**src/rtl/mix_columns_engine.sv**
```systemverilog
// Sequential AES MixColumns / InvMixColumns engine over a 128-bit state.
// Transforms COLS_PER_CYCLE columns per busy cycle behind valid/ready handshakes.
module mix_columns_engine #(
    parameter int COLS_PER_CYCLE = 1
) (
    input  logic         clk,
    input  logic         rst_n,
    input  logic         in_valid,
    output logic         in_ready,
    input  logic         in_inv,
    input  logic [127:0] in_state,
    output logic         out_valid,
    input  logic         out_ready,
    output logic [127:0] out_state
);

    generate
        if (COLS_PER_CYCLE != 1 && COLS_PER_CYCLE != 2 && COLS_PER_CYCLE != 4) begin : g_bad_cols
            $error("mix_columns_engine: COLS_PER_CYCLE must be 1, 2 or 4");
        end
    endgenerate

    localparam logic [1:0] LAST_IDX = 2'(4 - COLS_PER_CYCLE);
    localparam logic [2:0] STEP     = 3'(COLS_PER_CYCLE);

    typedef enum logic [1:0] {
        S_IDLE = 2'd0,
        S_BUSY = 2'd1,
        S_DONE = 2'd2
    } state_t;

    state_t       r_state;
    logic [1:0]   r_col_idx;
    logic [127:0] r_work;
    logic         r_inv;
    logic         r_out_valid;

    logic [31:0]  w_col_mixed [4];
    logic [31:0]  w_col_next  [4];
    logic         w_col_sel   [4];
    logic [127:0] w_work_next;

    function automatic logic [7:0] xtime(input logic [7:0] b);
        return {b[6:0], 1'b0} ^ (b[7] ? 8'h1b : 8'h00);
    endfunction

    // Each output row r combines terms a,b,c,d taken from rows r, r+1, r+2, r+3.
    function automatic logic [31:0] mix_col(input logic [31:0] col, input logic inv);
        logic [7:0]  s   [4];
        logic [7:0]  x2  [4];
        logic [7:0]  x4  [4];
        logic [7:0]  x8  [4];
        logic [7:0]  m_a [4];
        logic [7:0]  m_b [4];
        logic [7:0]  m_c [4];
        logic [7:0]  m_d [4];
        logic [31:0] t;
        t = '0;
        for (int r = 0; r < 4; r++) begin
            s[r]  = col[31-8*r -: 8];
            x2[r] = xtime(s[r]);
            x4[r] = xtime(x2[r]);
            x8[r] = xtime(x4[r]);
            if (inv) begin
                m_a[r] = x8[r] ^ x4[r] ^ x2[r];
                m_b[r] = x8[r] ^ x2[r] ^ s[r];
                m_c[r] = x8[r] ^ x4[r] ^ s[r];
                m_d[r] = x8[r] ^ s[r];
            end else begin
                m_a[r] = x2[r];
                m_b[r] = x2[r] ^ s[r];
                m_c[r] = s[r];
                m_d[r] = s[r];
            end
        end
        for (int r = 0; r < 4; r++) begin
            t[31-8*r -: 8] = m_a[r] ^ m_b[(r+1)%4] ^ m_c[(r+2)%4] ^ m_d[(r+3)%4];
        end
        return t;
    endfunction

    genvar gi;
    generate
        for (gi = 0; gi < 4; gi++) begin : g_col
            assign w_col_mixed[gi] = mix_col(r_work[127-32*gi -: 32], r_inv);
            assign w_col_sel[gi]   = (3'(gi) >= {1'b0, r_col_idx}) &&
                                     (3'(gi) <  ({1'b0, r_col_idx} + STEP));
            assign w_col_next[gi]  = w_col_sel[gi] ? w_col_mixed[gi] : r_work[127-32*gi -: 32];
        end
    endgenerate

    assign w_work_next = {w_col_next[0], w_col_next[1], w_col_next[2], w_col_next[3]};

    always_ff @(posedge clk or negedge rst_n) begin
        if (!rst_n) begin
            r_state     <= S_IDLE;
            r_col_idx   <= 2'd0;
            r_work      <= '0;
            r_inv       <= 1'b0;
            r_out_valid <= 1'b0;
        end else begin
            case (r_state)
                S_IDLE: begin
                    if (in_valid) begin
                        r_work    <= in_state;
                        r_inv     <= in_inv;
                        r_col_idx <= 2'd0;
                        r_state   <= S_BUSY;
                    end
                end
                S_BUSY: begin
                    r_work <= w_work_next;
                    if (r_col_idx == LAST_IDX) begin
                        r_col_idx   <= 2'd0;
                        r_out_valid <= 1'b1;
                        r_state     <= S_DONE;
                    end else begin
                        r_col_idx <= r_col_idx + STEP[1:0];
                    end
                end
                S_DONE: begin
                    if (out_ready) begin
                        r_out_valid <= 1'b0;
                        r_state     <= S_IDLE;
                    end
                end
                default: begin
                    r_out_valid <= 1'b0;
                    r_state     <= S_IDLE;
                end
            endcase
        end
    end

    assign in_ready  = (r_state == S_IDLE);
    assign out_valid = r_out_valid;
    assign out_state = r_work;

endmodule

```
**config.mk**
```make
export PLATFORM = sky130hd
export DESIGN_NAME = mix_columns_engine
export DESIGN_NICKNAME = d
export VERILOG_FILES = /design/src/rtl/mix_columns_engine.sv
export SDC_FILE = /design/constraint.sdc
export NUM_CORES = 1
export LEC_CHECK = 0
export BUFFER_PORTS_ARGS = -buffer_cell sky130_fd_sc_hd__buf_2
export CORE_ASPECT_RATIO = 0.8
export CORE_MARGIN = 1
export CORE_UTILIZATION = 53
export DETAILED_ROUTE_END_ITERATION = 8
export PLACE_DENSITY = 0.79
export SYNTH_ARGS = -nofsm -noshare
export SYNTH_HDL_FRONTEND = slang
export SYNTH_SLANG_ARGS = --single-unit
export TNS_END_PERCENT = 50
```
**constraint.sdc**
```tcl
create_clock -name clk -period 2.2 [get_ports clk]
set_input_delay 0.22 -clock clk [delete_from_list [all_inputs] [get_ports clk]]
set_output_delay 0.22 -clock clk [all_outputs]
set_load 0.05 [all_outputs]
```
# Yosys cells after proc, flatten, opt, wreduce, memory -nomap -nowiden
# Index checks and enable logic that the tools add are counted.
[classes]
add_sub_neg = 2
n_lt_le_gt_ge = 7
eq_ne = 10
muxes = 128
n_bitwise = 209
n_reduce_logical = 13
[ops]
columns = ["operator", "n"]
rows = [
  ["$xor 8x8->8", 160],
  ["$mux 8", 64],
  ["$xor 8x5->8", 48],
  ["$pmux 128 s2", 1],
  ["$mux 5", 48],
  ["$mux 128", 1],
  ["$mux 32", 4],
  ["$reduce_and 3->1", 6],
  ["$ne 2x2->1 const B", 7],
  ["$mux 2", 5],
  ["$lt 1x3->1 const A", 2],
  ["$lt 2x3->1 const A", 2],
  ["$pmux 2 s3", 1],
  ["$eq 2x2->1 const B", 2],
  ["$ge 1x2->1 const A", 2],
  ["$pmux 2 s2", 1],
  ["$reduce_and 2->1", 2],
  ["$add 2x1->3 const B", 1],
  ["$logic_and 1x1->1", 3],
  ["$pmux 1 s3", 1],
  ["$add 2x1->2 const B", 1],
  ["$eq 2x1->1 const B", 1],
  ["$ge 2x2->1 const A", 1],
  ["$logic_not 2->1", 1],
  ["other kinds (3)", 4],
]
[word_totals]
regBits = 134
in_bits = 133
out_inout_bits = 130
word_cells = 377

# Depth between registers and ports, before layout
# Gate-level depths: netlist of run 1.
[depth]
ltp_word = 14
depth_mapped = 9
depth_no_buf = 8

# Worst setup path after synthesis of run 1
# Ideal clock, no wire load.
[synth_path]
path_kind = "flip-flop to flip-flop"
from = "register r_work[118] (netlist: out_state[118])"
to = "register r_work[115] (netlist: out_state[115])"
setup_time_ns = 0.130
arrival_time_ns = 2.533
required_ns = 2.070
path_slack_ns = -0.463
stages_incl_launch_ff = 9
path_buffers = 1
period_less_slack_ns = 2.663
path_cell_list = "dfrtp_1 -> buf_6 -> xnor3_2 -> xnor3_1 -> xnor3_1 -> nand2_1 -> xnor3_1 -> nand2_1 -> a31oi_1"
[synth_via]
elab_chain_cells = 11
[synth_rtl]
columns = ["item", "line", "source"]
rows = [
  ["from (decl)", "34", "logic [127:0] r_work;"],
  ["from (signal assigned)", "105", "r_work <= in_state;"],
  ["from (signal assigned)", "112", "r_work <= w_work_next;"],
  ["$xor 8x5->8", "44", "return {b[6:0], 1'b0} ^ (b[7] ? 8'h1b : 8'h00);"],
  ["$mux 5", "44", ""],
  ["$xor 8x5->8", "44", ""],
  ["$xor 8x8->8 (2 in a row)", "65", "m_a[r] = x8[r] ^ x4[r] ^ x2[r];"],
  ["$mux 8", "64", "if (inv) begin"],
  ["$xor 8x8->8 (3 in a row)", "77", "t[31-8*r -: 8] = m_a[r] ^ m_b[(r+1)%4] ^ m_c[(r+2)%4] ^ m_d[(r+3)%4];"],
  ["$mux 32", "88", "assign w_col_next[gi] = w_col_sel[gi] ? w_col_mixed[gi] : r_work[127-32*gi -: 32];"],
  ["$pmux 128 s2", "102", "case (r_state)"],
]
# No other way between the ends. The select of a mux whose other input is x is not followed.
# A chain may end at the register's enable or synchronous reset.

# Final worst setup path of run 1
[layout_path]
from = "register r_work[45] (netlist: out_state[45])"
to = "register r_work[52] (netlist: out_state[52])"
[layout_via]
elab_chain_cells = 12
[layout_rtl]
columns = ["item", "line", "source"]
rows = [
  ["$xor 8x5->8 (2 in a row)", "44", ""],
  ["$mux 5", "44", ""],
  ["$xor 8x5->8", "44", ""],
  ["$xor 8x8->8 (2 in a row)", "66", "m_b[r] = x8[r] ^ x2[r] ^ s[r];"],
  ["$mux 8", "64", ""],
  ["$xor 8x8->8 (3 in a row)", "77", ""],
  ["$mux 32", "88", ""],
  ["$pmux 128 s2", "102", ""],
]
# No other way between the ends. The select of a mux whose other input is x is not followed.

==> flow_summary.toml, run 1 <==
[clock_tree]
clock_tree.root_cell = "sky130_fd_sc_hd__clkbuf_16"
clk_path_buf_depth = 2
clock_slew_seen_by_the_registers_of_the_worst_setup_and_hold_paths_ps = 70
worst_skew_pair.late_latency_ps = 430
ctsHtreeMaxLevel = 4
cts.sink_count = 134
tritoncts = "built"
numCtsBuffers = 17

[route]
postRouteAntennaNets = 0
top_layer_used = "met4"
avgRoutedWirePerCell_um = 19.3
drt_pass1_iterations = 5
drcViolationCount = 0
met1Wirelength_mm = 19.3
routed-via-count = 12736
wl_mm = 45.4
drt_iter0_drc = 818
met2_wire_length_mm = 22.0
routed-wl-met3_mm = 3.21
mean_number_of_vias_per_cell = 5.43

[placed_design]
detailed_place_hpwl_mm = 32.7
port_buffer_cells = 262
globalplace.congestion = 0.910
place_ws_ps = -30.0

[timing]
unrepaired_setup_endpoints_after_global_routing = "true"
skew_ps = 21.3
post_route_fraction_of_the_period_consumed_by_the_critical_path_pct = 108
maxSlewHeadroom_pct = 37.8
fin_crit_ps = 2380
final-setup-viol-count = 12
slew_viol_final = 0
fmax_ghz = 0.421
setup_ws_ps = -176
hold_violations = 0
worstMarginPinSlew_ps = 932

[synth]
seq_area_frac_synth_pct = 22.4
synth-edff-count = 0
synth.largest_area_cell = "sky130_fd_sc_hd__xnor2_1"
post-synth-top-count-cell = "sky130_fd_sc_hd__xnor2_1"
synth-compound-area-share_pct = 7.71
synth.top_cells.by_count = "475 x sky130_fd_sc_hd__xnor2_1, 172 x sky130_fd_sc_hd__nand2_1, 138 x sky130_fd_sc_hd__xor2_1"
async_flop_share_pct = 100
yosys-mux-area-fraction_pct = 4.13
synth_simple_gate_area_share_pct = 9.34
yosys.area.top_type_share_pct = 27.8
synth_warn = 0
avgSynthCellArea_um2 = 9.26
synth_top_family_by_area = "XOR/XNOR gates"
postSynthNetCount = 1754
cells_after_synthesis = 1617
yosys.area_share.xor_xnor_pct = 50.7
synth-seq-cells = 134
most_instantiated_flip_flop_cell_in_the_synthesis_netlist = "sky130_fd_sc_hd__dfrtp_1"
synth.lib_cells_used.distinct = 48
synth_fa_ha_area_share_pct = 0.334
syn-cell-area_mm2 = 0.0150
synth_area_leaders = "sky130_fd_sc_hd__xnor2_1 28%, sky130_fd_sc_hd__dfrtp_1 22%, sky130_fd_sc_hd__xnor3_1 9.6%, sky130_fd_sc_hd__xor2_1 8.1%, sky130_fd_sc_hd__nand2_1 4.3%"

[floorplan]
width_of_the_die_um = 190
fp-row-count = 54
die_h_um = 152
boundaryPins = 263
core_area_mm2 = 0.0275
dieArea_mm2 = 0.0289
initial_core_utilization_pct = 54.5

[grt]
first_global_vias = 12718
grt_start_max_net_pins = 51
grt_overflow = 0
grt_antenna_before_repair = 1
grt_pass1_wl_mm = 68.8
grt_usage_pct = 30.4

[worst_setup_path]
cp_data_required_time_ps = 2480
path_max_fanout = 2
start_kind = "register"
timing_worst_setup_path_type = "register to register"
critical_path.startpoint = "out_state[45]"
reg2reg_depth = 7
cp.arrival_ps = 2660
endpoint_kind = "register"
worst_r2r_startpoint = "out_state[45]"

[finish]
area_added_between_synthesis_and_finish_pct = 30.9
num-nets-final = 2105
fraction_of_layout_instances_using_a_drive_strength_above_1_pct = 38.2

[job]
maxCapViolations = 0

[hold_path]
min-delay-start = "in_state[75]"
hold_path_class = "primary input to register"
hold_path_depth = 3

[status]
violations = "negative setup slack"
status = "complete, but fails checks"
## critical path, stage by stage, from the launching register on
cell	delay, ps
sky130_fd_sc_hd__dfrtp_2	440
sky130_fd_sc_hd__xnor2_4	170
sky130_fd_sc_hd__xor3_2	490
sky130_fd_sc_hd__xor2_2	200
sky130_fd_sc_hd__mux2i_2	320
sky130_fd_sc_hd__xnor3_1	270
sky130_fd_sc_hd__nor2_1	210
sky130_fd_sc_hd__o21ai_1	120
## per-stage QoR
stage / TNS, ps / hold WS (ps) / instance area [um2] / instances / util, %
floorplan: -1120 / -75.6 / 15900 / 1617 / -
global placement: 0 / 215 / 18100 / 2258 / 65.7
detailed placement: -90.7 / 216 / 18100 / 2258 / 65.7
CTS: -99.9 / 35.0 / 18900 / 2305 / 68.7
global route: -2490 / 42.6 / 19600 / 2345 / 71.3
finish: -436 / 47.0 / 19600 / 2346 / 71.3
## timing repair
action	in CTS	in global routing
hold endpoints to repair	46	0
hold buffers	1	0
pin swaps	4	41
gates resized for setup	12	66
endpoints found under the setup margin	13	71
setup buffers	14	41
## area by class of cell
type / count / area, um2
Multi-Input combinational cell: 1313 / 11800
Clock inverter: 8 / 146
Tap cell: 364 / 455
Inverter: 5 / 18.8
Timing Repair Buffer: 497 / 3240
Antenna cell: 1 / 2.50
Clock buffer: 24 / 472
Sequential cell: 134 / 3490
Fill cell: 1946 / 7890
## path summary, 6_finish.rpt
| kind | endpoint | slack, ps |
|---|---|---|
| setup / recovery | out_state[52] | -180 |
| hold / removal | out_state[75] | 50 |
| setup reg to reg | out_state[52] | -180 |
| hold reg to reg | out_valid | 510 |
| max in group asynchronous | out_state[26] | 1210 |
| min in group asynchronous | out_state[112] | 330 |
## routing by layer
metal	up-vias	global-route usage [%]
met1	6273	41.4
met2	524	50.3
li1	5879	-
met5	-	0
met4	0	7.33
met3	60	4.97
## sequential cells by signal (all words and copies together), names as in the netlist
signal	count
out_valid	1
r_inv	1
r_col_idx	2
out_state	128
r_state	2
## placed cells by master (no fill, tap or decap), types with 4 or more instances in the layout
master	instances
sky130_fd_sc_hd__xnor3_2	6
sky130_fd_sc_hd__clkbuf_16	17
sky130_fd_sc_hd__inv_1	5
sky130_fd_sc_hd__ha_1	4
sky130_fd_sc_hd__nand3_1	10
sky130_fd_sc_hd__nand2_1	167
sky130_fd_sc_hd__xor2_1	125
sky130_fd_sc_hd__buf_4	220
sky130_fd_sc_hd__o21ai_1	55
sky130_fd_sc_hd__o21ai_0	68
sky130_fd_sc_hd__a31oi_1	14
sky130_fd_sc_hd__a21oi_1	52
sky130_fd_sc_hd__and3_1	35
sky130_fd_sc_hd__mux2i_1	56
sky130_fd_sc_hd__nor3_1	7
sky130_fd_sc_hd__buf_2	261
sky130_fd_sc_hd__xnor2_4	30
sky130_fd_sc_hd__buf_12	12
sky130_fd_sc_hd__nand4_1	4
sky130_fd_sc_hd__dfrtp_1	34
sky130_fd_sc_hd__clkbuf_1	5
sky130_fd_sc_hd__xor2_2	15
sky130_fd_sc_hd__dfrtp_2	97
sky130_fd_sc_hd__xnor2_1	416
sky130_fd_sc_hd__xor3_1	10
sky130_fd_sc_hd__o31ai_1	5
sky130_fd_sc_hd__a21o_1	7
sky130_fd_sc_hd__bufinv_16	4
sky130_fd_sc_hd__nand2_2	6
sky130_fd_sc_hd__xnor2_2	50
sky130_fd_sc_hd__nor2_1	57
sky130_fd_sc_hd__xnor3_1	59
sky130_fd_sc_hd__nand2b_1	7
sky130_fd_sc_hd__or3_1	6
## kinds of logic after synthesis
logic type | count (synthesis)
mux | 61
flops | 134
fa+ha+maj | 4
compound gates | 215
buf+inv | 170
xor+xnor | 716
simple gates | 317
Power of run 1 is left out: the tool's default activity adds up to more than one toggle a clock period on the data nets, which glitch-free logic cannot reach.
==> run 2: changes to the inputs <==
--- a/config.mk
+++ b/config.mk
@@ -11,6 +11,7 @@
 export CORE_UTILIZATION = 53
 export DETAILED_ROUTE_END_ITERATION = 8
 export PLACE_DENSITY = 0.79
+export SETUP_SLACK_MARGIN = 0.5
 export SYNTH_ARGS = -nofsm -noshare
 export SYNTH_HDL_FRONTEND = slang
 export SYNTH_SLANG_ARGS = --single-unit
==> flow_summary.toml, run 2 (synthesized netlist as in run 1, its figures left out) <==
[clock_tree]
clk_path_buf_depth = 2
worst_skew_pair.late_latency_ps = 450
ctsHtreeMaxLevel = 4
tritoncts = "built"
numCtsBuffers = 17
clock_tree.root_cell = "sky130_fd_sc_hd__clkbuf_16"
clock_slew_seen_by_the_registers_of_the_worst_setup_and_hold_paths_ps = 80
cts.sink_count = 134

[finish]
num-nets-final = 2228
num_antenna_cells = 0
layoutNonFillerInstCount = 2468
largest_register_ffs = 128
layout_commonest_cell = "sky130_fd_sc_hd__xnor2_1"
final_cell_mix = "309 x sky130_fd_sc_hd__xnor2_1, 279 x sky130_fd_sc_hd__buf_4, 258 x sky130_fd_sc_hd__buf_2"
fraction_of_layout_instances_using_a_drive_strength_above_1_pct = 51.2
fillCellCount = 1442
area_added_between_synthesis_and_finish_pct = 50.8

[placed_design]
post-place-cells = 2250
detailed_place_hpwl_mm = 33.6
globalplace.congestion = 0.944
port_buffer_cells = 262

[job]
maxCapViolations = 0

[worst_setup_path]
setup.reg_to_reg.worst_slack_ps = -290
timing_worst_setup_path_type = "register to register"
cp_data_required_time_ps = 2500
timing.rr.end = "out_state[52]"
endpoint_kind = "register"
reg2reg_depth = 7
worst_r2r_startpoint = "out_state[46]"
cp.arrival_ps = 2790
path_max_fanout = 3
start_kind = "register"

[route]
wl_mm = 61.5
drt_pass1_iterations = 9
drcViolationCount = 0
routed-via-count = 14838
avgRoutedWirePerCell_um = 24.9
drt_iter0_drc = 1484
postRouteAntennaNets = 0
mean_number_of_vias_per_cell = 6.01

[floorplan]
width_of_the_die_um = 190
initial_core_utilization_pct = 54.5
die_h_um = 152
core_area_mm2 = 0.0275
dieArea_mm2 = 0.0289
boundaryPins = 263
fp-row-count = 54

[grt]
grt_pass1_wl_mm = 81.0
grt_antenna_before_repair = 0
first_global_vias = 14042
grt_start_max_net_pins = 64
grt_overflow = 0
grt_usage_pct = 36.5

[timing]
fmax_ghz = 0.402
post_route_fraction_of_the_period_consumed_by_the_critical_path_pct = 113
skew_ps = 18.5
fin_crit_ps = 2490
unrepaired_setup_endpoints_after_global_routing = "true"
setup_ws_ps = -290
hold_violations = 0
maxSlewHeadroom_pct = 52.7
worstMarginPinSlew_ps = 710
slew_viol_final = 0
final-setup-viol-count = 36

[hold_path]
hold_path_class = "primary input to register"
min_to = "out_state[0]"
hold_path_depth = 3
min-delay-start = "in_state[0]"

[status]
violations = "negative setup slack"
status = "complete, but fails checks"
==> run 2: cell count changes in the layout (fill, tap and decap cells not counted), moves of 22 or more <==
| cell | delta |
|---|---|
| sky130_fd_sc_hd__xnor2_1 | -107 |
| sky130_fd_sc_hd__xnor2_2 | +70 |
| sky130_fd_sc_hd__buf_4 | +59 |
| sky130_fd_sc_hd__buf_6 | +55 |
| sky130_fd_sc_hd__xnor2_4 | +37 |
| sky130_fd_sc_hd__o21ai_0 | -30 |
| sky130_fd_sc_hd__o21ai_1 | +30 |
| sky130_fd_sc_hd__xor2_1 | -24 |
| sky130_fd_sc_hd__nand2_1 | -22 |
==> run 2: worst max-delay path by stage <==
stage | end | startpoint | depth (start not counted)
2_1_floorplan | out_state[3] | out_state[29] | 8
3_3_place_gp | out_state[115] | out_state[117] | 7
3_5_place_dp | out_state[50] | out_state[62] | 8
4_1_cts | out_state[36] | out_state[61] | 7
5_1_grt | out_state[52] | out_state[46] | 7
6_report | out_state[52] | out_state[46] | 7
==> run 2: area by class of cell <==
| type | instances | area, um2 | area share [%] |
|---|---|---|---|
| Inverter | 5 | 18.8 | 0.0831 |
| Clock buffer | 18 | 439 | 1.94 |
| Timing Repair Buffer | 620 | 4490 | 19.9 |
| Sequential cell | 134 | 3500 | 15.5 |
| Multi-Input combinational cell | 1313 | 13500 | 59.7 |
| Tap cell | 364 | 455 | 2.02 |
| Clock inverter | 14 | 200 | 0.886 |
==> run 2: worst max-delay path, cell delays in order (launching register included) <==
cell and delay [ps]:
sky130_fd_sc_hd__dfrtp_2 440, sky130_fd_sc_hd__xnor2_2 220, sky130_fd_sc_hd__xor3_2 580, sky130_fd_sc_hd__xor2_4 260, sky130_fd_sc_hd__mux2i_4 330, sky130_fd_sc_hd__xnor3_1 270, sky130_fd_sc_hd__nor2_1 110, sky130_fd_sc_hd__o21ai_1 130
==> run 2: through the flow <==
step | setup TNS (ps) | hold WS, ps | cell area (um2) | utilization (%) | setup WS [ps]
floorplan | -1410 | -75.6 | 16100 | - | -96.3
global placement | 0 | 276 | 18100 | 66.0 | 20.3
detailed placement | -203 | 285 | 18100 | 66.0 | -71.3
CTS | -185 | 14.2 | 20800 | 75.7 | -62.3
global route | -5430 | 41.2 | 22600 | 82.1 | -273
finish | -3080 | 38.0 | 22600 | 82.1 | -290
==> run 2: metal layers <==
metal | vias to the layer above | track usage, % | share of wire, %
li1 | 6121 | - | -
met1 | 7227 | 46.8 | 37
met2 | 1173 | 60.4 | 47
met3 | 317 | 7.72 | 10
met4 | 0 | 13.9 | 5.8
met5 | - | 0 | 0
==> run 2: repair_timing <==
item | CTS | global route
hold buffers | 2 | 0
buffers inserted | 98 | 86
resized for setup | 216 | 179
pin swaps | 193 | 193
hold endpoints to repair | 60 | 0
endpoints found under the setup margin | 129 | 130
Power of run 2 is left out for the same reason.
==> run 3: changes to the inputs <==
--- a/config.mk
+++ b/config.mk
@@ -5,13 +5,15 @@
 export SDC_FILE = /design/constraint.sdc
 export NUM_CORES = 1
 export LEC_CHECK = 0
+export ABC_AREA = 1
 export BUFFER_PORTS_ARGS = -buffer_cell sky130_fd_sc_hd__buf_2
 export CORE_ASPECT_RATIO = 0.8
 export CORE_MARGIN = 1
-export CORE_UTILIZATION = 53
+export CORE_UTILIZATION = 55
 export DETAILED_ROUTE_END_ITERATION = 8
 export PLACE_DENSITY = 0.79
 export SETUP_SLACK_MARGIN = 0.5
+export SLEW_MARGIN = 15
 export SYNTH_ARGS = -nofsm -noshare
 export SYNTH_HDL_FRONTEND = slang
 export SYNTH_SLANG_ARGS = --single-unit
==> flow_summary.toml, run 3 <==
[clock_tree]
ctsHtreeMaxLevel = 4
worst_skew_pair.late_latency_ps = 480
clock_slew_seen_by_the_registers_of_the_worst_setup_and_hold_paths_ps = 80
clk_path_buf_depth = 2
tritoncts = "built"
cts.sink_count = 134
clock_tree.root_cell = "sky130_fd_sc_hd__clkbuf_16"
numCtsBuffers = 17

[timing]
post_route_fraction_of_the_period_consumed_by_the_critical_path_pct = 103
skew_ps = 11.3
maxSlewHeadroom_pct = 60.9
fmax_ghz = 0.440
slew_viol_final = 0
fin_crit_ps = 2270
worstMarginPinSlew_ps = 587
setup_ws_ps = -70.9
unrepaired_setup_endpoints_after_global_routing = "true"
timing.setup.tns_ps = -70.9
hold_violations = 0
final-setup-viol-count = 1

[route]
postRouteAntennaNets = 0
drt_pass1_iterations = 7
mean_number_of_vias_per_cell = 5.66
drcViolationCount = 0
drt_iter0_drc = 3601
routed-via-count = 26879
wl_mm = 87.0
avgRoutedWirePerCell_um = 18.3

[finish]
area_added_between_synthesis_and_finish_pct = 30.8
largest_register_ffs = 128
final_cell_mix = "1344 x sky130_fd_sc_hd__nand2_1, 340 x sky130_fd_sc_hd__xor2_1, 312 x sky130_fd_sc_hd__inv_1"
layout_commonest_cell = "sky130_fd_sc_hd__nand2_1"
final_core_util_pct = 73.7
fraction_of_layout_instances_using_a_drive_strength_above_1_pct = 29.2
num-nets-final = 4344
fillCellCount = 3186

[worst_setup_path]
start_kind = "register"
endpoint_kind = "register"
setup.reg_to_reg.worst_slack_ps = -70
timing_worst_setup_path_type = "register to register"
cp.arrival_ps = 2650
critical_path.startpoint = "out_state[14]"
timing.rr.end = "out_state[12]"
cp_data_required_time_ps = 2580
worstSetupEndpoint = "out_state[12]"
path_max_fanout = 6
worst_r2r_startpoint = "out_state[14]"
reg2reg_depth = 15

[synth]
synth.lib_cells_used.distinct = 44
synth_top_family_by_area = "simple AND/OR/NAND/NOR gates"
most_instantiated_flip_flop_cell_in_the_synthesis_netlist = "sky130_fd_sc_hd__dfrtp_1"
synth_fa_ha_area_share_pct = 0.230
post-synth-top-count-cell = "sky130_fd_sc_hd__nand2_1"
synth.top_cells.by_count = "1542 x sky130_fd_sc_hd__nand2_1, 401 x sky130_fd_sc_hd__xor2_1, 358 x sky130_fd_sc_hd__nand3_1"
yosys-mux-area-fraction_pct = 0
synth-seq-cells = 134
yosys.area.top_type_share_pct = 26.6
synth.largest_area_cell = "sky130_fd_sc_hd__nand2_1"
synth_simple_gate_area_share_pct = 43.0
synth_area_leaders = "sky130_fd_sc_hd__nand2_1 27%, sky130_fd_sc_hd__xor2_1 16%, sky130_fd_sc_hd__dfrtp_1 15%, sky130_fd_sc_hd__nand3_1 8.2%, sky130_fd_sc_hd__xnor2_1 7.0%"
cells_after_synthesis = 3815
yosys.area_share.xor_xnor_pct = 23.4
synth-edff-count = 0
synth-compound-area-share_pct = 6.60
async_flop_share_pct = 100
syn-cell-area_mm2 = 0.0218
postSynthNetCount = 3952
synth_warn = 0
avgSynthCellArea_um2 = 5.71
seq_area_frac_synth_pct = 15.4

[grt]
grt_usage_pct = 40.5
grt_pass1_wl_mm = 129
grt_antenna_before_repair = 4
grt_overflow = 0
first_global_vias = 24071
grt_start_max_net_pins = 129

[floorplan]
initial_core_utilization_pct = 56.4
boundaryPins = 263
core_area_mm2 = 0.0387
width_of_the_die_um = 225
fp-row-count = 64
die_h_um = 180
dieArea_mm2 = 0.0404

[placed_design]
detailed_place_hpwl_mm = 60.2
globalplace.congestion = 1.01
port_buffer_cells = 262

[job]
maxCapViolations = 0

[status]
status = "complete, but fails checks"
violations = "negative setup slack"

[hold_path]
hold_path_class = "primary input to register"
==> run 3: logic make-up after synthesis <==
| logic type | after synthesis |
|---|---|
| AOI/OAI and AO/OA | 262 |
| xor gates and xnor gates | 578 |
| adders and majority gates | 4 |
| buffers and inverters | 564 |
| DFF | 134 |
| and+or+nand+nor | 2273 |
==> run 3: per-layer routing <==
metal  global-route usage [%]  share of wire (%)  up-vias
li1                         -                  -    12557
met1                     55.1                 40    12109
met2                     62.0                 43     1834
met3                     8.53                 12      379
met4                     16.8                5.2        0
met5                        0                  0        -
==> run 3: worst min-delay path by stage <==
stage	cells past startpoint	start	to	slack [ps]
4_1_cts	3	in_state[40]	out_state[40]	30
5_1_grt	3	in_state[40]	out_state[40]	30
3_3_place_gp	1	rst_n	out_state[109]	140
3_5_place_dp	1	rst_n	out_state[109]	150
2_1_floorplan	0	rst_n	out_state[0]	-80
6_report	3	in_state[40]	out_state[40]	40
==> run 3: area by class of cell <==
type                            instances  area (um2)  area share (%)
Clock inverter                         15         220           0.772
Sequential cell                       134        3520            12.4
Antenna cell                            4        10.0          0.0351
Clock buffer                           17         425            1.49
Timing Repair Buffer                  547        4030            14.1
Timing Repair inverter                  1        11.3          0.0395
Multi-Input combinational cell       3117       18000            63.3
Inverter                              389        1590            5.58
Tap cell                              528         661            2.32
==> run 3: critical path, stage by stage (launching register included) <==
cell and delay [ps]:
sky130_fd_sc_hd__dfrtp_2 480, sky130_fd_sc_hd__clkinv_4 110, sky130_fd_sc_hd__nand2_1 100, sky130_fd_sc_hd__nand2_2 90
sky130_fd_sc_hd__nand2_1 80, sky130_fd_sc_hd__nand2_2 100, sky130_fd_sc_hd__nor2_2 170, sky130_fd_sc_hd__inv_1 110
sky130_fd_sc_hd__nand3_1 180, sky130_fd_sc_hd__nand2_1 190, sky130_fd_sc_hd__nand3_1 150, sky130_fd_sc_hd__nand2_1 60
sky130_fd_sc_hd__nand2_1 60, sky130_fd_sc_hd__nand3_2 110, sky130_fd_sc_hd__nand2_1 110, sky130_fd_sc_hd__nand2_1 50
==> run 3: timing repair <==
item,CTS,global route
endpoints found under the hold margin,42,0
buffers inserted,90,69
pin swaps,68,51
hold buffers,4,0
setup endpoints to repair,134,135
gates cloned,7,2
gates resized for setup,148,183
==> run 3: through the flow <==
stage | std cells | setup WS, ps | area (um2) | hold slack (ps)
5_1_grt | 4751 | -148 | 28500 | 32.0
4_1_cts | 4677 | 186 | 27200 | 31.8
3_5_place_dp | 4544 | 66.4 | 24900 | 146
3_3_place_gp | 4544 | 130 | 24900 | 144
2_1_floorplan | 3815 | 349 | 23200 | -75.6
6_report | 4752 | -70.9 | 28500 | 35.8
Power of run 3 is left out for the same reason.
